`src/rtl/csa_operand_sequencer_if.sv`:
```
// Stream interface of the CSA operand sequencer: operand input stream and
// result output stream, each with its own valid/ready handshake.
interface csa_operand_sequencer_if #(
    parameter int OP_W = 4
);
    logic            in_valid;
    logic            in_ready;
    logic [OP_W-1:0] in_data;
    logic            in_last;
    logic            out_valid;
    logic            out_ready;
    logic [OP_W+1:0] out_sum;
    logic [1:0]      out_nops;
    logic            out_last;

    // Sequencer side: consumes operands, produces results.
    modport slave (
        input  in_valid, in_data, in_last, out_ready,
        output in_ready, out_valid, out_sum, out_nops, out_last
    );

    // Environment side: produces operands, consumes results.
    modport master (
        output in_valid, in_data, in_last, out_ready,
        input  in_ready, out_valid, out_sum, out_nops, out_last
    );
endinterface

```
`src/rtl/csa_operand_sequencer.sv`:
```
// Packs a serial stream of 4-bit operands into triples, drives them into an
// external 3-input carry-save adder stage, captures its 6-bit result and
// hands it downstream. The CSA result is cross-checked against a plain
// x+y+z and any disagreement raises a sticky error flag.
module csa_operand_sequencer #(
    parameter int OP_W  = 4,
    parameter int CNT_W = 8
) (
    input  logic                   clk,
    input  logic                   rst_n,
    csa_operand_sequencer_if.slave bus,
    output logic [OP_W-1:0]        csa_x,
    output logic [OP_W-1:0]        csa_y,
    output logic [OP_W-1:0]        csa_z,
    input  logic [OP_W:0]          csa_s,
    input  logic                   csa_cout,
    output logic [CNT_W-1:0]       grp_cnt,
    output logic                   err
);

    typedef enum logic [2:0] {
        LOAD0 = 3'd0,
        LOAD1 = 3'd1,
        LOAD2 = 3'd2,
        CALC  = 3'd3,
        OUT   = 3'd4
    } state_t;

    // Behavioural reference for the CSA: zero-extended three-way sum.
    function automatic logic [OP_W+1:0] ref_sum(
        input logic [OP_W-1:0] a,
        input logic [OP_W-1:0] b,
        input logic [OP_W-1:0] c
    );
        ref_sum = {2'b00, a} + {2'b00, b} + {2'b00, c};
    endfunction

    state_t            state_q;
    logic [OP_W-1:0]   x_q;
    logic [OP_W-1:0]   y_q;
    logic [OP_W-1:0]   z_q;
    logic              in_ready_q;
    logic              out_valid_q;
    logic [OP_W+1:0]   out_sum_q;
    logic [1:0]        out_nops_q;
    logic              out_last_q;
    logic [1:0]        nops_q;
    logic              last_q;
    logic [CNT_W-1:0]  grp_q;
    logic              err_q;

    logic              xfer_d;
    logic [OP_W+1:0]   csa_res_d;
    logic [OP_W+1:0]   ref_res_d;

    // Handshake qualifier and the two views of the sum compared in CALC.
    always_comb begin
        xfer_d    = bus.in_valid & in_ready_q;
        csa_res_d = {csa_cout, csa_s};
        ref_res_d = ref_sum(x_q, y_q, z_q);
    end

    // Group sequencing FSM with all datapath and output registers.
    // in_ready is registered so that it stays low while reset is held and
    // rises on the first clock after release.
    always_ff @(posedge clk or negedge rst_n) begin
        if (!rst_n) begin
            state_q     <= LOAD0;
            x_q         <= {OP_W{1'b0}};
            y_q         <= {OP_W{1'b0}};
            z_q         <= {OP_W{1'b0}};
            in_ready_q  <= 1'b0;
            out_valid_q <= 1'b0;
            out_sum_q   <= {(OP_W+2){1'b0}};
            out_nops_q  <= 2'd0;
            out_last_q  <= 1'b0;
            nops_q      <= 2'd0;
            last_q      <= 1'b0;
            grp_q       <= {CNT_W{1'b0}};
            err_q       <= 1'b0;
        end else begin
            case (state_q)
                LOAD0: begin
                    if (xfer_d) begin
                        x_q <= bus.in_data;
                        y_q <= {OP_W{1'b0}};
                        z_q <= {OP_W{1'b0}};
                        if (bus.in_last) begin
                            nops_q     <= 2'd1;
                            last_q     <= 1'b1;
                            in_ready_q <= 1'b0;
                            state_q    <= CALC;
                        end else begin
                            in_ready_q <= 1'b1;
                            state_q    <= LOAD1;
                        end
                    end else begin
                        in_ready_q <= 1'b1;
                    end
                end
                LOAD1: begin
                    if (xfer_d) begin
                        y_q <= bus.in_data;
                        if (bus.in_last) begin
                            nops_q     <= 2'd2;
                            last_q     <= 1'b1;
                            in_ready_q <= 1'b0;
                            state_q    <= CALC;
                        end else begin
                            in_ready_q <= 1'b1;
                            state_q    <= LOAD2;
                        end
                    end else begin
                        in_ready_q <= 1'b1;
                    end
                end
                LOAD2: begin
                    if (xfer_d) begin
                        z_q        <= bus.in_data;
                        nops_q     <= 2'd3;
                        last_q     <= bus.in_last;
                        in_ready_q <= 1'b0;
                        state_q    <= CALC;
                    end else begin
                        in_ready_q <= 1'b1;
                    end
                end
                CALC: begin
                    out_sum_q   <= csa_res_d;
                    out_nops_q  <= nops_q;
                    out_last_q  <= last_q;
                    if (csa_res_d != ref_res_d) begin
                        err_q <= 1'b1;
                    end else begin
                        err_q <= err_q;
                    end
                    out_valid_q <= 1'b1;
                    state_q     <= OUT;
                end
                OUT: begin
                    if (bus.out_ready) begin
                        grp_q       <= grp_q + {{(CNT_W-1){1'b0}}, 1'b1};
                        x_q         <= {OP_W{1'b0}};
                        y_q         <= {OP_W{1'b0}};
                        z_q         <= {OP_W{1'b0}};
                        out_valid_q <= 1'b0;
                        in_ready_q  <= 1'b1;
                        state_q     <= LOAD0;
                    end else begin
                        out_valid_q <= 1'b1;
                    end
                end
                default: begin
                    in_ready_q  <= 1'b0;
                    out_valid_q <= 1'b0;
                    state_q     <= LOAD0;
                end
            endcase
        end
    end

    assign bus.in_ready  = in_ready_q;
    assign bus.out_valid = out_valid_q;
    assign bus.out_sum   = out_sum_q;
    assign bus.out_nops  = out_nops_q;
    assign bus.out_last  = out_last_q;
    assign csa_x         = x_q;
    assign csa_y         = y_q;
    assign csa_z         = z_q;
    assign grp_cnt       = grp_q;
    assign err           = err_q;

endmodule

```
`src/flat_wrapper.sv`:
```
// flat-port wrapper written by rule: the top's interface ports become plain ports
module csa_operand_sequencer_flat 
#(
    parameter int OP_W  = 4,
    parameter int CNT_W = 8
)
  (clk, rst_n, csa_x, csa_y, csa_z, csa_s, csa_cout, grp_cnt, err, bus_in_valid, bus_in_data, bus_in_last, bus_out_ready, bus_in_ready, bus_out_valid, bus_out_sum, bus_out_nops, bus_out_last);
  csa_operand_sequencer_if #(.OP_W(OP_W)) bus_i ();
  input  logic clk;
  input  logic rst_n;
  output logic [OP_W-1:0] csa_x;
  output logic [OP_W-1:0] csa_y;
  output logic [OP_W-1:0] csa_z;
  input  logic [OP_W:0] csa_s;
  input  logic csa_cout;
  output logic [CNT_W-1:0] grp_cnt;
  output logic err;
  input wire logic [$bits(bus_i.in_valid)-1:0] bus_in_valid;
  input wire logic [$bits(bus_i.in_data)-1:0] bus_in_data;
  input wire logic [$bits(bus_i.in_last)-1:0] bus_in_last;
  input wire logic [$bits(bus_i.out_ready)-1:0] bus_out_ready;
  output wire logic [$bits(bus_i.in_ready)-1:0] bus_in_ready;
  output wire logic [$bits(bus_i.out_valid)-1:0] bus_out_valid;
  output wire logic [$bits(bus_i.out_sum)-1:0] bus_out_sum;
  output wire logic [$bits(bus_i.out_nops)-1:0] bus_out_nops;
  output wire logic [$bits(bus_i.out_last)-1:0] bus_out_last;
  assign bus_i.in_valid = bus_in_valid;
  assign bus_i.in_data = bus_in_data;
  assign bus_i.in_last = bus_in_last;
  assign bus_i.out_ready = bus_out_ready;
  assign bus_in_ready = bus_i.in_ready;
  assign bus_out_valid = bus_i.out_valid;
  assign bus_out_sum = bus_i.out_sum;
  assign bus_out_nops = bus_i.out_nops;
  assign bus_out_last = bus_i.out_last;
  csa_operand_sequencer #(.OP_W(OP_W), .CNT_W(CNT_W)) u_core (.clk(clk), .rst_n(rst_n), .bus(bus_i), .csa_x(csa_x), .csa_y(csa_y), .csa_z(csa_z), .csa_s(csa_s), .csa_cout(csa_cout), .grp_cnt(grp_cnt), .err(err));
endmodule
```
`config.mk`:
```
export PLATFORM = sky130hd
export DESIGN_NAME = csa_operand_sequencer_flat
export DESIGN_NICKNAME = d
export VERILOG_FILES = /design/src/rtl/csa_operand_sequencer_if.sv /design/src/rtl/csa_operand_sequencer.sv /design/src/flat_wrapper.sv
export SDC_FILE = /design/constraint.sdc
export NUM_CORES = 1
export LEC_CHECK = 0
export CORE_MARGIN = 1
export CORE_UTILIZATION = 45
export DETAILED_ROUTE_END_ITERATION = 10
export GPL_TIMING_DRIVEN = 0
export HOLD_SLACK_MARGIN = 0.15
export MAX_ROUTING_LAYER = met4
export PLACE_DENSITY = 0.74
export SLEW_MARGIN = 0
export SYNTH_ARGS = -nofsm -noshare
export SYNTH_HDL_FRONTEND = slang
export SYNTH_SLANG_ARGS = --single-unit
```
`constraint.sdc`:
```
create_clock -name clk -period 2.7 [get_ports clk]
set_input_delay 0.54 -clock clk [delete_from_list [all_inputs] [get_ports clk]]
set_output_delay 0.54 -clock clk [all_outputs]
set_load 0.05 [all_outputs]
```
Word-level counts from Yosys, hierarchy flattened
Cells that the tools add are included.
- input port bits: 15
- flip-flop bits (word level): 38
- output and inout port bits: 32
- muxes and demuxes: 30
- bitwise gates (word level): 2
- reductions and logical operators: 17
- equal/unequal tests: 13
- $add $sub $neg: 3
- operator list (operator ; count):
    4-bit one-hot mux with 3 select lines ; 2
    4-bit AND reduction ; 4
    3-bit one-hot mux with 5 select lines ; 1
    2-bit 2-to-1 mux ; 6
    3-bit 2-to-1 mux ; 4
    4-bit 2-to-1 mux ; 3
    2-bit by 1-bit != test with 1-bit output (second input constant) ; 5
    1-bit 2-to-1 mux ; 9
    3-bit nonzero test ; 3
    8-bit by 1-bit adder with 8-bit output (second input constant) ; 1
    4-bit one-hot mux with 2 select lines ; 1
    6-bit by 4-bit adder with 6-bit output ; 1
    3-bit by 2-bit == test with 1-bit output (second input constant) ; 2
    2-bit != test (second input constant) ; 3
    6-bit != test ; 1
    2-bit one-hot mux with 3 select lines ; 1
    2-bit AND reduction ; 3
    6-bit AND reduction ; 1
    4-bit by 4-bit adder with 5-bit output ; 1
    1-bit one-hot mux with 4 select lines ; 1
    2-bit nonzero test ; 2
    3-bit by 1-bit == test with 1-bit output (second input constant) ; 1
    3-bit == test (second input constant) ; 1
    3-bit zero test ; 1
    other kinds (7) ; 7

Depth between registers and ports, before layout
- word-level depth: 4
- gate-level depth with buffers: 9
- depth with buffers taken out: 9

Worst setup path before layout
Ideal clock, no wire load.
- path kind: flip-flop to flip-flop
- start: register u_core.y_q[0], in the netlist u_core.csa_y[0]
- end: register u_core.err_q, in the netlist u_core.err
- data arrival time: 2.810 ns
- data required time: 2.571 ns
- path slack: -0.239 ns
- period minus slack after synthesis: 2.939 ns
- path buffers: 0
- cell stages (with the launch flop): 9
- setup time: 0.129 ns
- cells stage by stage: dfrtp_1 > ha_1 > inv_1 > fa_1 > fa_1 > xnor3_1 > or4_1 > a221oi_2 > a31oi_1
- cells in the longest elaborated chain, start to end: 4
- RTL lines (item ; RTL line ; text):
    start: declaration ; csa_operand_sequencer.sv:40 ; logic [OP_W-1:0] y_q;
    start signal: assignment ; csa_operand_sequencer.sv:70 ; y_q <= {OP_W{1'b0}};
    start signal: assignment ; csa_operand_sequencer.sv:86 ; y_q <= {OP_W{1'b0}};
    start signal: assignment ; csa_operand_sequencer.sv:103 ; y_q <= bus.in_data;
    4-bit by 4-bit adder with 5-bit output ; csa_operand_sequencer.sv:35 ; ref_sum = {2'b00, a} + {2'b00, b} + {2'b00, c};
    6-bit by 4-bit adder with 6-bit output ; csa_operand_sequencer.sv:35 ;
    6-bit != test ; csa_operand_sequencer.sv:132 ; if (csa_res_d != ref_res_d) begin
    2-bit AND reduction (no line) ; -- ;
    end signal: assignment ; csa_operand_sequencer.sv:135 ; err_q <= err_q;
    end: declaration ; csa_operand_sequencer.sv:50 ; logic err_q;
No other way between the ends.
A chain may end at the register's enable or synchronous reset.

Final worst setup path
- start: register u_core.x_q[0], in the netlist u_core.csa_x[0]
- end: register u_core.err_q, in the netlist u_core.err
- cells in the longest elaborated chain, start to end: 4
- RTL lines (item ; RTL line ; text):
    start: declaration ; csa_operand_sequencer.sv:39 ; logic [OP_W-1:0] x_q;
    start signal: assignment ; csa_operand_sequencer.sv:69 ; x_q <= {OP_W{1'b0}};
    start signal: assignment ; csa_operand_sequencer.sv:85 ; x_q <= bus.in_data;
    start signal: assignment ; csa_operand_sequencer.sv:143 ; x_q <= {OP_W{1'b0}};
    4-bit by 4-bit adder with 5-bit output ; csa_operand_sequencer.sv:35 ;
    6-bit by 4-bit adder with 6-bit output ; csa_operand_sequencer.sv:35 ;
    6-bit != test ; csa_operand_sequencer.sv:132 ;
    2-bit AND reduction (no line) ; -- ;
No other way between the ends.

==> run_results.csv <==
group,metric,value,unit
run_status,run_status,"finished, final reports clean",
drt,drt_pass1_iterations,4,
timing,setup_repair_after_global_routing_missed_its_margin,"true",
cts,clk_tree_root_cell,"sky130_fd_sc_hd__clkbuf_8",
setup_path,timing.reg2reg.worst_path_depth,8,
layout,final_cells,289,
pwr,power_leakage,0.00115,µW
die,core_area,0.00412,mm²
drt,drc_errors,0,
timing,report.final.setup_viol,0,
global_routing,antenna_found_initial,0,
cts,cts.htree.levels,2,
timing,fin_crit_sh,0.986,
global_routing,global_route.overflow_total,0,
drt,drtAntennaViolNets,0,
cts,cts.sink_count,38,
placed_design,place.detailed.instances,280,
cts,maximum_number_of_buffers_from_clock_root_to_sink,2,
synth,synth_sequential_area_ratio,0.480,
timing,worst_clock_skew_on_the_final_layout,0.00933,ns
timing,final_max_slew_viol_count,0,
setup_path,critPathCaptureType,"register",
global_routing,grt_max_degree,39,
cts,numCtsBuffers,5,
placed_design,place_congestion,0.871,
setup_path,crit_fanout,3,
cts,clock_latency,0.29,ns
global_routing,wire_length_of_the_first_global_routing_pass,6.69,mm
pwr,report.power.total,3510,µW
synth,synth_seq_cells,38,
setup_path,worst-r2r-setup-slack,0.04,ns
timing,maxClockFrequency,376,MHz
synth,post-synth-top-area-cell,"sky130_fd_sc_hd__dfrtp_1",
synth,synthDistinctLibCells,38,
drt,avgViaCountPerCell,5.52,
hold_path,holdCritPathClass,"in2async",
setup_path,data_arrival_time_of_the_critical_path,2.84,ns
layout,layout-area-overhead-vs-synth,34.8,%
synth,synth_enable_flop_cells,0,
layout,final_core_utilization,0.649,
timing,post-route-min-period,2.66,ns
layout,antennaDiodeCount,0,
layout,final_net_count,264,
die,die_area,0.00467,mm²
pwr,power.density,1310,mW/mm²
die,start_util,0.481,
drt,wire_per_inst,14.9,µm
synth,post-synth-top-area-fraction,0.480,
drt,drtIter0Drc,77,
die,rows,23,
die,chipWidth,68.3,µm
synth,syn-instance-count,184,
synth,yosysWarnings,0,
synth,synth-async-reset-ratio,1.00,
timing,worst_slew_pin_slew,0.848,ns
synth,postSynthAreaPerCell,10.8,µm²
setup_path,setup.worst_path.start_class,"register",
synth,synthFlopType,"sky130_fd_sc_hd__dfrtp_1",
layout,drive_gt1_frac,0.146,
placed_design,number_of_buffers_added_on_ports,46,
placed_design,post_detailed_placement_half_perimeter_wirelength,3.12,mm
setup_path,worstSetupPathType,"reg2reg",
timing,post_route_setup_tns,0,ns
cts,tritoncts,"built",
timing,timing.slew.headroom,0.434,
cts,worst_setup_hold_path_clk_slew,0.08,ns
synth,synth.area.top_cells,"sky130_fd_sc_hd__dfrtp_1 48%, sky130_fd_sc_hd__ha_1 5.7%, sky130_fd_sc_hd__mux2_2 5.7%",
drt,postRouteWirelength,4.32,mm
synth,mappedNetlistArea,0.00198,mm²
job,cap_violations,0,
die,io_pins,47,
die,chipHeight,68.3,µm
global_routing,first_global_vias,1502,
drt,route.vias.total,1596,
pwr,max-vdd-ir-drop,0.727,mV
setup_path,cp.required,2.88,ns
timing,final-hold-violation-count,0,
synth,synthesis.nets,210,
global_routing,grtUsageTotal,0.205,
-- routing by layer --
layer / vias to the layer above / share of wire / global-route usage
met2: 48 / 0.47 / 0.308
met1: 779 / 0.47 / 0.263
met4: 0 / 0.014 / 0.0911
met5: - / 0 / -
li1: 764 / - / -
met3: 5 / 0.045 / 0.0450
-- where the power goes --
group / internal (µW) / switching (µW) / leakage (µW) / total [µW]
Sequential: 782 / 163 / 0.000467 / 944
Combinational: 773 / 1210 / 0.000611 / 1990
Clock: 370 / 209 / 0.0000683 / 579
-- kinds of logic after synthesis --
group | count (synthesis) | share of synthesized area
AO/OA/AOI/OAI | 42 | 0.138
XOR/XNOR | 14 | 0.0758
adder cells (fa/ha/maj) | 11 | 0.0771
buffers and inverters | 21 | 0.0417
flip-flops | 38 | 0.480
multiplexers | 11 | 0.0619
AND/OR/NAND/NOR | 47 | 0.126
-- cells in the mapped netlist (all sizes together), types with 3 or more instances --
master / n
ha: 9
a21oi: 6
inv: 14
xor2: 4
nand4: 7
nor2: 12
mux2: 10
o21ai: 14
clkbuf: 4
dfrtp: 38
a211oi: 4
xnor2: 8
buf: 3
nand3: 4
a22o: 4
a31oi: 4
a21o: 3
nand2: 8
-- layout make-up --
class	instances	area [µm²]
timing repair buffer	47	463
buffer	7	30.0
clock inverter	3	68.8
multi-input combinational	125	968
sequential	38	956
clock buffer	5	68.8
inverter	14	52.6
tap	50	62.6
fill	358	1450
-- cell usage in the layout, fill, tap and decap left out, drive strengths merged, types with 6 or more instances in the layout --
master	instances
inv	14
clkbuf	9
nand4	7
xnor2	8
o21ai	14
nand2	8
clkdlybuf4s50	45
mux2	10
nor2	12
ha	9
dfrtp	38
a21oi	6
-- final timing paths --
| path | from | to |
|---|---|---|
| max in group asynchronous | rst_n | u_core.csa_y[0] |
| worst min register to register | u_core.grp_cnt[7] | u_core.grp_cnt[7] |
| min in group clk | u_core.grp_cnt[7] | u_core.grp_cnt[7] |
| worst max register to register | u_core.csa_x[0] | u_core.err |
| worst max-delay path | u_core.csa_x[0] | u_core.err |
| worst min-delay path | rst_n | u_core.grp_cnt[3] |
-- timing repair --
action	in CTS	in global routing
pin swaps	1	0
hold buffers	0	0
setup endpoints to repair	1	1
buffers inserted	1	0
gates resized for setup	0	3
-- critical path, cell delays in order (launching register included) --
cell and delay [ns]:
sky130_fd_sc_hd__dfrtp_2 0.43, sky130_fd_sc_hd__ha_4 0.17, sky130_fd_sc_hd__inv_2 0.05, sky130_fd_sc_hd__fa_2 0.46, sky130_fd_sc_hd__fa_2 0.36, sky130_fd_sc_hd__xnor3_1 0.36
sky130_fd_sc_hd__or4_4 0.42, sky130_fd_sc_hd__a221oi_2 0.19, sky130_fd_sc_hd__a31oi_1 0.11
-- sequential cells by signal (all words and copies together), names as in the netlist --
register and cells:
u_core.bus.out_nops 2, u_core.bus.out_sum 6, u_core.nops_q 2, u_core.grp_cnt 8, u_core.state_q 3, u_core.last_q 1
u_core.csa_z 4, u_core.bus.out_valid 1, u_core.bus.out_last 1, u_core.csa_y 4, u_core.csa_x 4, u_core.bus.in_ready 1
u_core.err 1
-- stage by stage --
| step | setup slack [ns] | instance area, µm² | hold WS [ns] |
|---|---|---|---|
| after floorplan | -0.0451 | 2000 | 0.244 |
| after global placement | 0.0254 | 2520 | 0.458 |
| after detailed placement | -0.00559 | 2520 | 0.475 |
| after CTS | 0.0125 | 2660 | 0.367 |
| after global routing | -0.0431 | 2670 | 0.411 |
| final | 0.0380 | 2670 | 0.345 |
Note: power is estimated with default switching activity, not from simulation.
